## config.mk

```make
export PLATFORM = sky130hd
export DESIGN_NAME = imuldiv_muldiv_writeback
export DESIGN_NICKNAME = d
export VERILOG_FILES = /design/src/rtl/imuldiv_muldiv_writeback.sv
export SDC_FILE = /design/constraint.sdc
export NUM_CORES = 1
export LEC_CHECK = 0
export ABC_AREA = 1
export BUFFER_PORTS_ARGS = -buffer_cell sky130_fd_sc_hd__buf_4
export CORE_MARGIN = 2
export CORE_UTILIZATION = 48
export CTS_CLUSTER_SIZE = 12
export DETAILED_ROUTE_END_ITERATION = 7
export GPL_TIMING_DRIVEN = 0
export PLACE_DENSITY = 0.8
export SYNTH_ARGS = -nofsm -noshare
export SYNTH_HDL_FRONTEND = slang
export SYNTH_SLANG_ARGS = --single-unit
```

## constraint.sdc

```tcl
create_clock -name clk -period 2.15 [get_ports clk]
set_clock_uncertainty 0.1 [all_clocks]
set_input_delay 0.43 -clock clk [delete_from_list [all_inputs] [get_ports clk]]
set_output_delay 0.43 -clock clk [all_outputs]
set_load 0.1 [all_outputs]
```

## src/rtl/imuldiv_muldiv_writeback.sv

```systemverilog
// Writeback adapter for the iterative mul/div unit: in-order tag FIFO plus a one-entry
// registered writeback port. Define IMULDIV_WB_BYPASS_EN for a 0-cycle bypass when the port is idle.
module imuldiv_muldiv_writeback #(
  parameter int TAG_DEPTH = 2,
  parameter int PTR_W     = 1
) (
  input  logic        clk,
  input  logic        reset,
  input  logic        muldivreq_val,
  input  logic        muldivreq_rdy,
  input  logic [2:0]  muldivreq_msg_fn,
  input  logic [4:0]  muldivreq_rd,
  output logic        tag_full,
  input  logic [63:0] muldivresp_msg_result,
  input  logic        muldivresp_val,
  output logic        muldivresp_rdy,
  output logic        wb_val,
  input  logic        wb_rdy,
  output logic [4:0]  wb_rd,
  output logic [31:0] wb_data,
  output logic        err
);

  localparam logic [PTR_W:0] DEPTH_C = (PTR_W + 1)'(TAG_DEPTH);
  localparam logic [2:0]     FN_REM  = 3'd3;
  localparam logic [2:0]     FN_REMU = 3'd4;

  logic [2:0]       fn_q [TAG_DEPTH];
  logic [4:0]       rd_q [TAG_DEPTH];
  logic [PTR_W-1:0] head, tail;
  logic [PTR_W:0]   count;

  logic        wb_val_p1;
  logic [4:0]  wb_rd_p1;
  logic [31:0] wb_data_p1;

  logic        push, pop, push_ok, fifo_empty, err_set, bypass, load;
  logic [2:0]  head_fn;
  logic [4:0]  head_rd;
  logic [31:0] head_data;

  // Remainder lives in the upper word; every other code (including 5-7) takes the low word.
  function automatic logic [31:0] select_field(input logic [2:0] fn, input logic [63:0] result);
    if (fn == FN_REM || fn == FN_REMU) return result[63:32];
    return result[31:0];
  endfunction

  assign fifo_empty     = (count == '0);
  assign tag_full       = (count == DEPTH_C);
  assign muldivresp_rdy = !fifo_empty && (!wb_val_p1 || wb_rdy);

  assign push    = muldivreq_val && muldivreq_rdy;
  assign pop     = muldivresp_val && muldivresp_rdy;
  assign push_ok = push && (!tag_full || pop);
  assign err_set = (push && tag_full && !pop) || (muldivresp_val && fifo_empty);

  assign head_fn   = fn_q[head];
  assign head_rd   = rd_q[head];
  assign head_data = select_field(head_fn, muldivresp_msg_result);

`ifdef IMULDIV_WB_BYPASS_EN
  assign bypass = pop && !wb_val_p1;
`else
  assign bypass = 1'b0;
`endif

  // A bypassed beat that is accepted immediately never needs the register.
  assign load = pop && !(bypass && wb_rdy);

  always_comb begin
    wb_val  = wb_val_p1;
    wb_rd   = wb_rd_p1;
    wb_data = wb_data_p1;
    if (bypass) begin
      wb_val  = 1'b1;
      wb_rd   = head_rd;
      wb_data = head_data;
    end
  end

  // Tag FIFO storage: written at tail on an accepted push.
  always_ff @(posedge clk) begin
    if (push_ok) begin
      fn_q[tail] <= muldivreq_msg_fn;
      rd_q[tail] <= muldivreq_rd;
    end
  end

  always_ff @(posedge clk or posedge reset) begin
    if (reset) begin
      head  <= '0;
      tail  <= '0;
      count <= '0;
      err   <= 1'b0;
    end else begin
      if (push_ok) tail <= tail + 1'b1;
      if (pop)     head <= head + 1'b1;
      count <= count + {{PTR_W{1'b0}}, push_ok} - {{PTR_W{1'b0}}, pop};
      if (err_set) err <= 1'b1;
    end
  end

  // Writeback stage p1: response fire in cycle N is visible in cycle N+1.
  always_ff @(posedge clk or posedge reset) begin
    if (reset) begin
      wb_val_p1  <= 1'b0;
      wb_rd_p1   <= '0;
      wb_data_p1 <= '0;
    end else if (load) begin
      wb_val_p1  <= 1'b1;
      wb_rd_p1   <= head_rd;
      wb_data_p1 <= head_data;
    end else if (wb_val_p1 && wb_rdy) begin
      wb_val_p1  <= 1'b0;
    end
  end

endmodule

```

Word-level counts from Yosys, hierarchy flattened. Memories as Yosys holds them, arrays and structs flattened. A register that Yosys moved wholly into a read port is not among the register bits. Cells that the tools add are included. W data, S select, Z words.

Register bits: 38. Memory bits (writable): 16. Input bits: 78. Output and inout port bits: 41. Logic and storage cells: 40. Memories kept: 2.

Memory list: rd_q (depth 2, bits a word 5, read ports 1, clocked after Yosys merged registers in 1, wr ports 1, line 29) `logic [4:0] rd_q [TAG_DEPTH];`; fn_q (depth 2, bits a word 3, read ports 1, clocked after Yosys merged registers in 0, wr ports 1, line 28) `logic [2:0] fn_q [TAG_DEPTH];`.

Add/sub/neg operators: 4. Equality and inequality tests: 3. Mux-type cells: 7. Reductions and logical operators: 18.

Operators with widths (count): $mux W32 (2); $logic_and A1 B1 Y1 (8); $mux W1 (5); $logic_not A1 Y1 (4); $logic_or A1 B1 Y1 (4); $eq A3 B2 Y1 const B (1); $eq A3 B3 Y1 const B (1); $add A1 B1 Y1 const B (2); $add A2 B1 Y2 (1); $eq A2 B2 Y1 const B (1); $logic_not A2 Y1 (1); $reduce_bool A2 Y1 (1); $sub A2 B1 Y2 (1).

Depth between registers and ports, before layout.
Depth in word-level cells: 8. Depth in mapped cells: 11. Gate-level depth less buffers: 10.

Least setup slack after synthesis. OpenSTA, ideal clock, no wires.

Path kind: register to register. Start point: register wb_val_p1 (netlist: wb_val). End point: memory fn_q[1][0], enable pin. Setup time: 0.371 ns. Data arrival time: 2.623 ns. Data required time: 1.679 ns. Path slack: -0.944 ns. Cell stages (with the launch flop): 9. Buffers on the path: 1. Clock period less this slack: 3.094 ns. Path through: dfrtp_1 -> inv_1 -> nor2_1 -> nor2_2 -> nand2_2 -> buf_6 -> nand2_1 -> nand2_1 -> nor2_1.

Longest elaborated chain between the ends: 8.

Ends and longest elaborated chain: start, declared (line 33) `logic wb_val_p1;`; start signal, assigned (line 106) `wb_val_p1 <= 1'b0;`; start signal, assigned (line 110) `wb_val_p1 <= 1'b1;`; start signal, assigned (line 114) `wb_val_p1 <= 1'b0;`; $logic_not A1 Y1 (line 50) `assign muldivresp_rdy = !fifo_empty && (!wb_val_p1 || wb_rdy);`; $logic_or A1 B1 Y1 (line 50); $logic_and A1 B1 Y1 (line 50); via muldivresp_rdy (line 16) `output logic muldivresp_rdy,`; $logic_and A1 B1 Y1 (line 53) `assign pop = muldivresp_val && muldivresp_rdy;`; $logic_or A1 B1 Y1 (line 54) `assign push_ok = push && (!tag_full || pop);`; $logic_and A1 B1 Y1 (line 54); $mux W1 (line 83) `if (push_ok) begin`; $mux W1 (not written as such) (line 84) `fn_q[tail] <= muldivreq_msg_fn;`; end, declared (line 28).

The timed path passes the listed nets, and every way through them passes these cells.

Worst setup path after layout.
Start point: register wb_val_p1 (netlist: wb_val). End point: output muldivresp_rdy.

Longest elaborated chain between the ends: 3.

Ends and longest elaborated chain (line): $logic_not A1 Y1 (50); $logic_or A1 B1 Y1 (50); $logic_and A1 B1 Y1 (50); end, declared (16).

No other way between the ends.

==> flow_metrics.tcl <==
set metrics [dict create \
    status "complete, no violations" \
    reg2reg_to "count[1]" \
    synthTopCellsByCount "nand2_1 (112), inv_1 (76), nand3_1 (69), dfrtp_1 (43), edfxtp_1 (16)" \
    grtUsageTotal 0.222 \
    r2r_start "count[1]" \
    hp-class "in2async" \
    synth_nets 444 \
    fin_util 0.706 \
    h-tree-depth 3 \
    synth-edff-count 16 \
    slew_headroom 0.813 \
    crit_path_start "wb_val" \
    slew_viol_final 0 \
    die_x_um 81.9 \
    synth_area_leaders "dfrtp_1 (37%), edfxtp_1 (17%), nand2_1 (14%), nand3_1 (12%), inv_1 (9.8%)" \
    setup_violations 0 \
    fin_crit_sh 0.864 \
    cts_tree "done" \
    required_ps 1620 \
    drc 0 \
    ctsHoldBuffers 0 \
    placedCellCount 559 \
    path_clk_slew_ps 60 \
    syn_avg_cell_area_um2 7.97 \
    drive_above_1_share 0.340 \
    finalNetCount 574 \
    synth_top_area_share 0.370 \
    place_hpwl_mm 5.26 \
    post_drt_wl_per_cell_um 12.6 \
    crit_fanout 2 \
    synth_most_common_cell "nand2_1" \
    drt_wl_total_mm 7.24 \
    grt_pass1_vias 2567 \
    numPortBuffers 118 \
    syn_area_um2 2910 \
    startpoint_type "flip-flop" \
    die_h_um 81.9 \
    num_vias 2744 \
    rr_worst_depth 10 \
    multiInputGateArea_um2 998 \
    max_cap_viol_count 0 \
    ios 119 \
    ys_types 19 \
    initial_core_util 0.494 \
    fillers 503 \
    cts_sinks 59 \
    async_reset_ff_frac 0.729 \
    ys.flop_type "dfrtp_1" \
    ys_seq_elements 59 \
    min_period_ps 1860 \
    antenna_cells 0 \
    cts_resized 0 \
    rows 28 \
    worst_slew_pin_slew_ps 281 \
    antenna_found_initial 0 \
    synth_cells 365 \
    fin_tns_setup_ps 0 \
    drtAntennaViolNets 0 \
    syn_to_final_growth_pct 42.8 \
    r2r_setup_slack_ps 320 \
    post-cts-setup-buffers 0 \
    yosysWarningCount 0 \
    fmax_ghz 0.538 \
    gp_congestion 0.724 \
    finalNonFillerCells 575 \
    yosysSeqAreaShare 0.535 \
    clkLatencyLatePin_ps 340 \
    drtIter0Drc 128 \
    grt_max_degree 44 \
    core_area_um2 5890 \
    die_area_um2 6700 \
    clk_path_buf_depth 2 \
    cts-buffers-inserted 9 \
    first_pass_iters 5 \
    routed_via_density 4.77 \
    synth_top_area_cell "dfrtp_1" \
    grt_pass1_wl_mm 11.2 \
    hold_viol 0 \
    crit_end "muldivresp_rdy" \
    regArea_um2 1560 \
    grt_overflow 0 \
    end_kind "output port" \
    crit_type "reg2out" \
    cp_data_arrival_time_ps 1330 \
    clock_tree.root_cell "clkbuf_8" \
    rsz0062_at_grt "no" \
]
[flip-flops by register name, indices dropped and copies added, names as in the netlist]
signal   flops
count        2
err          1
rd_q        10
wb_rd        5
head         1
tail         1
wb_data     32
wb_val       1
fn_q         6
[kinds of logic (layout without fill, tap and decap cells)]
kind of cell    after synthesis  after routing  share of synthesized area
simple gates                199            199                      0.291
fa+ha+maj                     1              1                    0.00430
xor+xnor                      3              3                    0.00903
compound gates                8              8                     0.0198
flops                        59             59                      0.535
buf+inv                      95            230                      0.141
[per-layer routing]
layer  wire [um]  share of wire  up-vias  global-route usage
met3         498          0.069       15              0.0571
met1        2880           0.40     1261               0.259
li1            -              -     1371                   -
met5           0              0        -                   0
met4         125          0.017        0              0.0883
met2        3730           0.52       97               0.388
[worst min path at each step]
stage / start / endpoint / slack [ps] / cells past startpoint
finish: reset / wb_data[15] / 30 / 3
global route: reset / wb_data[18] / 30 / 3
CTS: reset / wb_data[15] / 20 / 3
detailed placement: wb_data[6] / wb_data[6] / 370 / 2
global placement: tail / tail / 350 / 2
floorplan: tail / tail / 340 / 2
[critical path, stage by stage, from the launching register on]
cell     delay, ps
dfrtp_4        480
inv_2           80
nor2_4          40
nor2_4         100
buf_4          290
[metrics by stage]
step	cell area [um2]	setup slack (ps)	hold WS, ps
floorplan	2970	-285	342
global placement	3950	-214	354
detailed placement	3970	296	367
CTS	4160	275	24.6
global route	4160	178	32.5
finish	4160	293	28.0
[cell type report]
type / count / area share
Multi-Input combinational cell: 211 / 0.240
Timing Repair Buffer: 119 / 0.218
Inverter: 78 / 0.0711
Buffer: 17 / 0.0280
Clock buffer: 10 / 0.0307
Tap cell: 75 / 0.0226
Sequential cell: 59 / 0.375
Clock inverter: 6 / 0.0139
[placed cells by master, fill, tap and decap left out]
master,count
bufinv_16,1
xor2_1,2
inv_1,73
xnor2_2,1
clkinv_2,4
buf_4,118
buf_2,12
dfrtp_1,42
buf_6,5
o31ai_1,4
clkbuf_1,1
dfrtp_4,1
a21oi_1,1
o21ai_0,2
nand3_2,2
nand3_1,67
nand3b_1,1
inv_2,4
inv_4,1
edfxtp_1,16
nor2_1,11
buf_12,1
nor2_4,3
o31ai_2,1
nand2_1,110
clkbuf_8,9
nand2_2,5
clkinvlp_4,1
ha_4,1
Power is left out: the tool's default activity adds up to more than one toggle a clock period on the data nets, which glitch-free logic cannot reach.
